===== src/rtl/rs_pkg.sv =====
// Shared types for the reservation station: tag/value widths, command layout, entry record.
package rs_pkg;

  localparam int unsigned ROB_TAG_W = 4;
  localparam int unsigned VAL_W     = 65;
  localparam int unsigned CMD_W     = 10;

  typedef logic [ROB_TAG_W-1:0] rs_tag_t;
  typedef logic [VAL_W-1:0]     rs_val_t;

  // Command bundle, MSB first: memWrite is bit 9, read_enable is bit 0.
  typedef struct packed {
    logic       mem_write;
    logic       mem_to_reg;
    logic [2:0] alu_op;
    logic       reg_write;
    logic       need_to_forward;
    logic       left_shift;
    logic       save_cond;
    logic       read_enable;
  } rs_cmd_t;

  typedef struct packed {
    logic    valid;
    rs_tag_t dest_tag;
    rs_tag_t tag1;
    rs_tag_t tag2;
    rs_val_t val1;
    rs_val_t val2;
    rs_cmd_t cmd;
  } rs_entry_t;

  function automatic logic entry_ready(input rs_entry_t e);
    return e.valid && (e.tag1 == '0) && (e.tag2 == '0);
  endfunction

endpackage


===== src/rtl/rs_wakeup.sv =====
// Per-operand wakeup: captures the broadcast value when the waiting tag matches a nonzero CDB tag.
module rs_wakeup
  import rs_pkg::*;
(
  input  logic    cdb_valid_i,
  input  rs_tag_t cdb_tag_i,
  input  rs_val_t cdb_val_i,
  input  rs_tag_t tag_i,
  input  rs_val_t val_i,
  output rs_tag_t next_tag_c,
  output rs_val_t next_val_c
);

  logic hit;

  always_comb begin
    hit        = cdb_valid_i && (cdb_tag_i != '0) && (tag_i == cdb_tag_i);
    next_tag_c = hit ? '0 : tag_i;
    next_val_c = hit ? cdb_val_i : val_i;
  end

endmodule


===== src/rtl/reservation_station.sv =====
// Collapsing-queue reservation station: in-order allocation, CDB wakeup, oldest-ready issue.
module reservation_station #(
  parameter int unsigned RS_ENTRIES = 4,
  parameter int unsigned ROB_TAG_W  = rs_pkg::ROB_TAG_W
) (
  input  logic                       clk_i,
  input  logic                       reset_i,
  input  logic                       write_en_i,
  input  logic [ROB_TAG_W-1:0]       dest_tag_i,
  input  logic [ROB_TAG_W-1:0]       src1_tag_i,
  input  logic [ROB_TAG_W-1:0]       src2_tag_i,
  input  logic [rs_pkg::VAL_W-1:0]   src1_val_i,
  input  logic [rs_pkg::VAL_W-1:0]   src2_val_i,
  input  logic [rs_pkg::CMD_W-1:0]   cmd_i,
  input  logic                       cdb_valid_i,
  input  logic [ROB_TAG_W-1:0]       cdb_tag_i,
  input  logic [rs_pkg::VAL_W-1:0]   cdb_val_i,
  output logic                       stall_o,
  output logic                       issue_valid_o,
  input  logic                       issue_ready_i,
  output logic [ROB_TAG_W-1:0]       issue_dest_tag_o,
  output logic [rs_pkg::VAL_W-1:0]   issue_val1_o,
  output logic [rs_pkg::VAL_W-1:0]   issue_val2_o,
  output logic [rs_pkg::CMD_W-1:0]   issue_cmd_o
);

  import rs_pkg::*;

  localparam int unsigned IDX_W = $clog2(RS_ENTRIES);
  localparam int unsigned CNT_W = IDX_W + 1;

  rs_entry_t        entries_q [RS_ENTRIES];
  rs_entry_t        entries_d [RS_ENTRIES];
  rs_entry_t        woken     [RS_ENTRIES];
  logic [CNT_W-1:0] count_q, count_d;
  logic             stall_q, stall_d;
  logic             issue_valid_q, issue_valid_d;
  rs_tag_t          issue_dest_q, issue_dest_d;
  rs_val_t          issue_val1_q, issue_val1_d;
  rs_val_t          issue_val2_q, issue_val2_d;
  rs_cmd_t          issue_cmd_q, issue_cmd_d;

  rs_tag_t          wk_tag1 [RS_ENTRIES];
  rs_tag_t          wk_tag2 [RS_ENTRIES];
  rs_val_t          wk_val1 [RS_ENTRIES];
  rs_val_t          wk_val2 [RS_ENTRIES];
  rs_tag_t          wr_tag1_c, wr_tag2_c;
  rs_val_t          wr_val1_c, wr_val2_c;
  rs_entry_t        wr_entry_c;
  rs_tag_t          cdb_tag_c;
  logic [IDX_W-1:0] sel_idx_c;
  logic             fire_c;

  assign cdb_tag_c = rs_tag_t'(cdb_tag_i);

  // Two operand wakeup units per stored entry.
  for (genvar g = 0; g < RS_ENTRIES; g++) begin : g_wake
    rs_wakeup u_wake1 (
      .cdb_valid_i (cdb_valid_i & entries_q[g].valid),
      .cdb_tag_i   (cdb_tag_c),
      .cdb_val_i   (cdb_val_i),
      .tag_i       (entries_q[g].tag1),
      .val_i       (entries_q[g].val1),
      .next_tag_c  (wk_tag1[g]),
      .next_val_c  (wk_val1[g])
    );
    rs_wakeup u_wake2 (
      .cdb_valid_i (cdb_valid_i & entries_q[g].valid),
      .cdb_tag_i   (cdb_tag_c),
      .cdb_val_i   (cdb_val_i),
      .tag_i       (entries_q[g].tag2),
      .val_i       (entries_q[g].val2),
      .next_tag_c  (wk_tag2[g]),
      .next_val_c  (wk_val2[g])
    );
  end

  // The incoming write sees the same broadcast as the stored entries.
  rs_wakeup u_wr_wake1 (
    .cdb_valid_i (cdb_valid_i),
    .cdb_tag_i   (cdb_tag_c),
    .cdb_val_i   (cdb_val_i),
    .tag_i       (rs_tag_t'(src1_tag_i)),
    .val_i       (src1_val_i),
    .next_tag_c  (wr_tag1_c),
    .next_val_c  (wr_val1_c)
  );

  rs_wakeup u_wr_wake2 (
    .cdb_valid_i (cdb_valid_i),
    .cdb_tag_i   (cdb_tag_c),
    .cdb_val_i   (cdb_val_i),
    .tag_i       (rs_tag_t'(src2_tag_i)),
    .val_i       (src2_val_i),
    .next_tag_c  (wr_tag2_c),
    .next_val_c  (wr_val2_c)
  );

  always_comb begin
    wr_entry_c          = '0;
    wr_entry_c.valid    = 1'b1;
    wr_entry_c.dest_tag = rs_tag_t'(dest_tag_i);
    wr_entry_c.tag1     = wr_tag1_c;
    wr_entry_c.tag2     = wr_tag2_c;
    wr_entry_c.val1     = wr_val1_c;
    wr_entry_c.val2     = wr_val2_c;
    wr_entry_c.cmd      = rs_cmd_t'(cmd_i);
  end

  always_comb begin
    for (int i = 0; i < RS_ENTRIES; i++) begin
      woken[i]      = entries_q[i];
      woken[i].tag1 = wk_tag1[i];
      woken[i].tag2 = wk_tag2[i];
      woken[i].val1 = wk_val1[i];
      woken[i].val2 = wk_val2[i];
    end
  end

  // Index of the packet currently presented; the registered valid says whether it exists.
  always_comb begin
    sel_idx_c = '0;
    for (int i = RS_ENTRIES - 1; i >= 0; i--) begin
      if (entry_ready(entries_q[i])) sel_idx_c = IDX_W'(i);
    end
    fire_c = issue_valid_q & issue_ready_i;
  end

  // Collapse on issue, append at the post-collapse tail, then pick the next packet.
  always_comb begin
    logic [CNT_W-1:0] count_mid;
    entries_d     = woken;
    count_mid     = count_q - CNT_W'(fire_c);
    count_d       = count_mid;
    issue_valid_d = 1'b0;
    issue_dest_d  = '0;
    issue_val1_d  = '0;
    issue_val2_d  = '0;
    issue_cmd_d   = '0;

    if (fire_c) begin
      for (int i = 0; i < RS_ENTRIES - 1; i++) begin
        if (IDX_W'(i) >= sel_idx_c) entries_d[i] = woken[i+1];
      end
      entries_d[RS_ENTRIES-1] = '0;
    end

    if (write_en_i && !stall_q) begin
      entries_d[count_mid[IDX_W-1:0]] = wr_entry_c;
      count_d = count_mid + CNT_W'(1);
    end

    stall_d = (count_d == CNT_W'(RS_ENTRIES));

    for (int i = RS_ENTRIES - 1; i >= 0; i--) begin
      if (entry_ready(entries_d[i])) begin
        issue_valid_d = 1'b1;
        issue_dest_d  = entries_d[i].dest_tag;
        issue_val1_d  = entries_d[i].val1;
        issue_val2_d  = entries_d[i].val2;
        issue_cmd_d   = entries_d[i].cmd;
      end
    end
  end

  always_ff @(posedge clk_i or negedge reset_i) begin
    if (!reset_i) begin
      for (int i = 0; i < RS_ENTRIES; i++) entries_q[i] <= '0;
      count_q       <= '0;
      stall_q       <= 1'b0;
      issue_valid_q <= 1'b0;
      issue_dest_q  <= '0;
      issue_val1_q  <= '0;
      issue_val2_q  <= '0;
      issue_cmd_q   <= '0;
    end else begin
      for (int i = 0; i < RS_ENTRIES; i++) entries_q[i] <= entries_d[i];
      count_q       <= count_d;
      stall_q       <= stall_d;
      issue_valid_q <= issue_valid_d;
      issue_dest_q  <= issue_dest_d;
      issue_val1_q  <= issue_val1_d;
      issue_val2_q  <= issue_val2_d;
      issue_cmd_q   <= issue_cmd_d;
    end
  end

  assign stall_o          = stall_q;
  assign issue_valid_o    = issue_valid_q;
  assign issue_dest_tag_o = ROB_TAG_W'(issue_dest_q);
  assign issue_val1_o     = issue_val1_q;
  assign issue_val2_o     = issue_val2_q;
  assign issue_cmd_o      = issue_cmd_q;

endmodule


===== config.mk =====
export PLATFORM = sky130hd
export DESIGN_NAME = reservation_station
export DESIGN_NICKNAME = d
export VERILOG_FILES = /design/src/rtl/rs_pkg.sv /design/src/rtl/rs_wakeup.sv /design/src/rtl/reservation_station.sv
export SDC_FILE = /design/constraint.sdc
export NUM_CORES = 2
export LEC_CHECK = 0
export CAP_MARGIN = 10
export CORE_MARGIN = 10
export CORE_UTILIZATION = 30
export DETAILED_ROUTE_END_ITERATION = 10
export GPL_TIMING_DRIVEN = 1
export HOLD_SLACK_MARGIN = 0.06
export PLACE_DENSITY_LB_ADDON = 0.25
export SLEW_MARGIN = 10
export SYNTH_ARGS = -nofsm -noshare
export SYNTH_HDL_FRONTEND = slang
export SYNTH_SLANG_ARGS = --single-unit

===== constraint.sdc =====
create_clock -name clk_i -period 5.2 [get_ports clk_i]
set_clock_uncertainty 0.2 [all_clocks]
set_input_delay 1.04 -clock clk_i [delete_from_list [all_inputs] [get_ports clk_i]]
set_output_delay 1.04 -clock clk_i [all_outputs]
set_load 0.03 [all_outputs]

Word level (Yosys, flattened, before mapping)
Index checks and enable logic that the tools add are counted.
{ "word_totals": {"ff_bits": 761, "in_bits": 226, "output_inout_bits": 146, "word_cells": 198} }
{ "classes": {"n_addsub": 2, "magnitude_cmp": 5, "eq_ne": 11, "mux": 53, "bitwise": 6, "reduce_logical": 51} }
{ "ops": {"columns": ["op", "count"], "rows": [
  ["612-bit 2-to-1 mux", 2],
  ["65-bit 2-to-1 mux", 18],
  ["612-bit bitwise mux", 1],
  ["153-bit 2-to-1 mux", 4],
  ["153-bit demux with 2-bit select", 1],
  ["4-bit zero test", 16],
  ["4-bit 2-to-1 mux", 14],
  ["4-bit == test", 10],
  ["10-bit 2-to-1 mux", 4],
  ["1-bit logical AND", 33],
  ["2-bit 2-to-1 mux", 4],
  ["1-bit bitwise AND", 5],
  ["1-bit by 2-bit greater-or-equal comparator with 1-bit output (first input constant)", 2],
  ["1-bit 2-to-1 mux", 4],
  ["4-bit nonzero test", 1],
  ["3-bit by 1-bit adder with 3-bit output (second input constant)", 1],
  ["3-bit == test (second input constant)", 1],
  ["3-bit greater-or-equal comparator (second input constant)", 1],
  ["3-bit by 1-bit less-than comparator with 1-bit output (second input constant)", 1],
  ["3-bit 2-to-1 mux", 1],
  ["2-bit NOT with 3-bit output", 1],
  ["3-bit by 1-bit subtractor with 3-bit output", 1],
  ["2-bit greater-or-equal comparator (first input constant)", 1],
  ["1-bit zero test", 1]
]} }

Longest topological paths before layout
{ "depth": {"ltp_word": 19, "ltp_mapped": 20, "depth_no_buf": 15} }

Cells and area by module
Synthesis repeated with hierarchy kept, for this count alone.
{ "unflattened": {"hier_cells": 5158, "hier_area_um2": 46669.8} }
{ "modules_own_cells": {"columns": ["mod", "instances", "cells_per_inst", "area_per_inst_um2", "seq_area_each_um2"], "rows": [
  ["reservation_station", 1, 4298, 37748.7, 19043.3],
  ["rs_wakeup", 10, 86, 892.1, 0.0]
]} }

Least setup slack after synthesis
OpenSTA, ideal clock, no wires.
{ "synth_timing": {"kind": "input -> register", "startpoint": "in issue_ready_i", "endpoint": "reg issue_dest_q[0], in the netlist issue_dest_tag_o[0]", "setup_ns": 0.128, "arrival_ns": 4.362, "required_time_ns": 4.872, "path_slack_ns": 0.510, "stages": 19, "n_path_buf": 6, "path_cell_list": "nand2_1 inv_2 clkbuf_1 ha_1 ha_1 inv_1 ha_1 and2_1 clkbuf_1 clkbuf_1 o21ai_0 a22oi_1 nand4_1 o21ba_1 buf_2 buf_4 clkbuf_1 a221oi_1 o21ai_1"} }
{ "synth_via": {"elab_chain_len": 16, "word_cells_on_any_way": 31, "classes_between": "add/sub (1); order compare (2); mux (9); bitwise (2); reduce/logical (17)"} }
{ "synth_rtl": {"columns": ["item", "line_no", "source"], "rows": [
  ["start: declaration", "reservation_station.sv:20", "input logic issue_ready_i,"],
  ["1-bit bitwise AND *", "reservation_station.sv:126", "fire_c = issue_valid_q & issue_ready_i;"],
  ["3-bit by 1-bit subtractor with 3-bit output", "reservation_station.sv:133", "count_mid = count_q - CNT_W'(fire_c);"],
  ["2-bit NOT with 3-bit output (not written as such)", "reservation_station.sv:149", "entries_d[count_mid[IDX_W-1:0]] = wr_entry_c;"],
  ["3-bit greater-or-equal comparator (not written as such) / 3-bit by 1-bit less-than comparator with 1-bit output (equally long branches)", "reservation_station.sv:149", null],
  ["1-bit logical AND (not written as such)", "reservation_station.sv:149", null],
  ["153-bit 2-to-1 mux (not written as such)", "reservation_station.sv:149", null],
  ["153-bit demux with 2-bit select", "reservation_station.sv:149", null],
  ["612-bit bitwise mux", "reservation_station.sv:149", null],
  ["612-bit 2-to-1 mux *", "reservation_station.sv:148", "if (write_en_i && !stall_q) begin"],
  ["4-bit zero test", "rs_pkg.sv:34", "return e.valid && (e.tag1 == '0) && (e.tag2 == '0);"],
  ["1-bit logical AND (2 in series)", "rs_pkg.sv:34", null],
  ["4-bit 2-to-1 mux (3 in series)", "reservation_station.sv:156", "if (entry_ready(entries_d[i])) begin"],
  ["4-bit 2-to-1 mux *", "reservation_station.sv:156", null],
  ["via issue_dest_d[0]", "reservation_station.sv:38", "rs_tag_t issue_dest_q, issue_dest_d;"],
  ["end signal: assignment", "reservation_station.sv:181", "issue_dest_q <= issue_dest_d;"],
  ["end: declaration", "reservation_station.sv:38", null]
]} }
Mark *: on every way through the listed nets, which the timed path passes. The rest lies on a longest branch.

==> summary.md <==
| Metric | Value |
|---|---|
| Status | completed |
| Post-synthesis net count | 4036 |
| Post-synthesis xor/xnor area fraction | 0.9672% |
| Startpoint Class | primary input |
| VDD IR max | 0.0003869 V |
| FFs w/ async S/R, synth | 100.0% |
| Post-Synth Simple-Gate Area | 6.449% |
| Core Box Area | 0.1292 mm² |
| CTS buffer count | 90 |
| Count of endpoints failing setup in the final report | 0 |
| Hold WS | 0.1858 ns |
| Worst slack at placement | 0.1063 ns |
| Layout Nets | 4251 |
| Chip height | 380.3 µm |
| Largest family of logic cells by synthesized area | compound AO/OA/AOI/OAI gates |
| CTS tree | built |
| IO Port Bufs | 371 |
| Antenna viol nets, final | 0 |
| Synth area leader | dfrtp_1 |
| Avg Cell Area, Syn | 10.24 µm² |
| Synth Instances | 3804 |
| WP data arrival | 4.80 ns |
| Synth warn | 0 |
| Sequential area share after synthesis | 48.91% |
| Pwr/cell area | 650.9 mW/mm² |
| Clock-pin slew on the worst setup and hold paths | 0.06 ns |
| Post-synthesis mux area share | 10.49% |
| Post-DP HPWL | 104.6 mm |
| CTS Sinks | 761 |
| Number of global-route vias before repair | 36870 |
| RSZ-0062 raised after global routing | false |
| Max-capacitance violation count | 0 |
| Post-synthesis compound-gate area fraction | 27.99% |
| Mapped cell area | 0.03894 mm² |
| Crit path capture type | register |
| Crit-path max FO | 30 |
| Worst reg2reg path startpoint | entries_q[144] |
| Gr usage total | 22.84% |
| Layout cell share with drive strength beyond 1 | 10.07% |
| Most used cell, CP | ha_1 |
| RePlAce Congestion | 0.8568 |
| Post-layout util | 37.74% |
| Final Max Slew Viols | 0 |
| DR WL/cell | 29.38 µm |
| RR Endpoint | issue_val1_o[42] |
| Number of iterations in the first detailed-routing pass | 7 |
| Fin crit period | 4.413 ns |
| R2r setup slk | 1.05 ns |
| Grt ovf | 0 |
| Leakage | 0.02099 µW |
| Final hold violations | 0 |
| Setup bufs post-CTS | 0 |
| Crit-path cells | clkdlybuf4s50_1, nand2_1, inv_2, ha_1, ha_1, inv_1, ha_1, and3b_1, nor2_1, o211ai_1, o21ai_0, nor4_1, nand3b_1, o21ba_4, buf_12, buf_12, a221oi_1, o21ai_1 |
| Routed via count | 35480 |
| Worst slew pin tran | 1.248 ns |
| Worst setup margin | 0.7866 ns |
| Clock root buffer | clkbuf_16 |
| Rel. slew slack | 16.77% |
| Final setup TNS | 0 ns |
| Yosys top cell area share | 48.91% |
| Critical path class | in -> reg |
| IO Pins | 372 |
| Most frequent cells in the layout | dfrtp_1 (761), mux2i_1 (406), clkdlybuf4s50_1 (370) |
| Routed WL | 171.5 mm |
| Top FF cell, synth | dfrtp_1 |
| Clock Latency Late Sink | 0.69 ns |
| Area Growth Syn to Fin | 25.18% |
| Most common cell after layout, fill and taps aside | dfrtp_1 |
| Fin crit share | 84.87% |
| Initial drt markers | 4287 |
| Yosys cell types | 73 |
| EDFF count, synth | 0 |
| Die area | 0.1446 mm² |
| # resized after CTS | 0 |
| Synth Area in Adders | 0.1928% |
| Largest stage delay, worst path | 0.43 ns |
| Die X | 380.3 µm |
| H-Tree Depth | 3 |
| Worst path required time | 5.59 ns |
| Largest net degree at the start of global routing | 135 |
| Synth Register Bits | 761 |
| First-pass GRT wire length | 255.1 mm |
| Remaining DRCs | 0 |
| Via density | 6.079 |
| CP max-delay cell | clkdlybuf4s50_1 |
| Max Clk Rate | 226.6 MHz |
| Synth top area cells | dfrtp_1 (49%), mux2i_1 (10%), o22a_1 (4.4%) |
| Hold WC Path Type | in -> async |
| # rows | 132 |
| Starting density of the core | 30.15% |
| CTS Hold Bufs | 0 |
| Worst R2R Path Depth | 11 |
| Maximum clock insertion buffer count | 3 |
| Initial antenna violation count | 8 |
==> Yosys cell counts (all sizes together) (4+ instances only) <==
cell	n
nor3	71
o22ai	198
o21bai	65
o211ai	202
a221oi	139
clkbuf	355
a222oi	130
a31oi	31
buf	105
o41a	4
a221o	14
nand3	23
a31o	15
o22a	195
xnor2	25
nand2	253
inv	15
nor4	12
mux2i	407
or3	4
xor2	18
and2	24
ha	6
o21ai	509
nand2b	13
a21oi	16
dfrtp	761
o221ai	5
nand4	14
nor2	128
==> where the power goes <==
group          internal [µW]  switching [µW]
clock network           3940            2700
logic                   5960            8570
registers               8840            1710
==> final cells by class <==
type,count,area [µm²]
Multi-Input combinational cell,2568,18170
Sequential cell,761,19040
Tap cell,1742,2180
Timing Repair Buffer,583,6198
Fill cell,12800,80410
Clock buffer,128,2688
Inverter,15,56.30
Antenna cell,3,7.507
Clock inverter,36,402.9
==> through the flow <==
| stage | area, µm² | power (µW) | cells |
|---|---|---|---|
| 2_1_floorplan | 38940 | 19290 | 3804 |
| 3_3_place_gp | 45630 | 24880 | 5668 |
| 3_5_place_dp | 45630 | 24960 | 5668 |
| 4_1_cts | 48720 | 31720 | 5832 |
| 5_1_grt | 48740 | 33550 | 5835 |
| 6_report | 48740 | 31730 | 5836 |
==> worst max-delay path: cells and delay by family <==
family / cells / cell delay (ns)
AOI/OAI and AO/OA: 5 / 0.88
adders and majority gates: 3 / 0.72
buffers and inverters: 5 / 1.05
and+or+nand+nor: 5 / 1.05
==> worst max path at each step <==
stage / start / end / slack, ns / cells past startpoint
finish: issue_ready_i / issue_val2_o[32] / 0.79 / 18
global route: issue_ready_i / issue_val2_o[34] / 0.56 / 18
CTS: issue_ready_i / issue_val2_o[32] / 0.80 / 18
detailed placement: issue_ready_i / issue_val1_o[43] / 0.11 / 18
global placement: issue_ready_i / issue_val2_o[59] / 0.21 / 18
floorplan: issue_ready_i / issue_dest_tag_o[0] / 0.51 / 19
==> cells by family (layout without fill, tap and decap cells) <==
kind of cell / after synthesis / in the layout
adder cells (fa/ha/maj): 6 / 6
flip-flops: 761 / 761
XOR/XNOR: 43 / 43
buffers and inverters: 475 / 762
other: 0 / 3
AO/OA/AOI/OAI: 1549 / 1549
AND/OR/NAND/NOR: 562 / 562
multiplexers: 408 / 408
==> flip-flops by register name, summed over array words and instances, names as in the netlist <==
register          count
issue_val2_o         65
entries_q           612
issue_val1_o         65
issue_valid_o         1
issue_dest_tag_o      4
stall_o               1
issue_cmd_o          10
count_q               3
==> per-layer routing <==
layer | wire length, µm | GRT usage, % | vias to the layer above
met5 | 27 | 0 | -
met4 | 6062 | 8.288 | 4
met3 | 13840 | 4.874 | 362
met2 | 77930 | 35.68 | 1846
met1 | 73620 | 30.95 | 18110
li1 | - | - | 15160
Power figures use the tool's default switching activity.
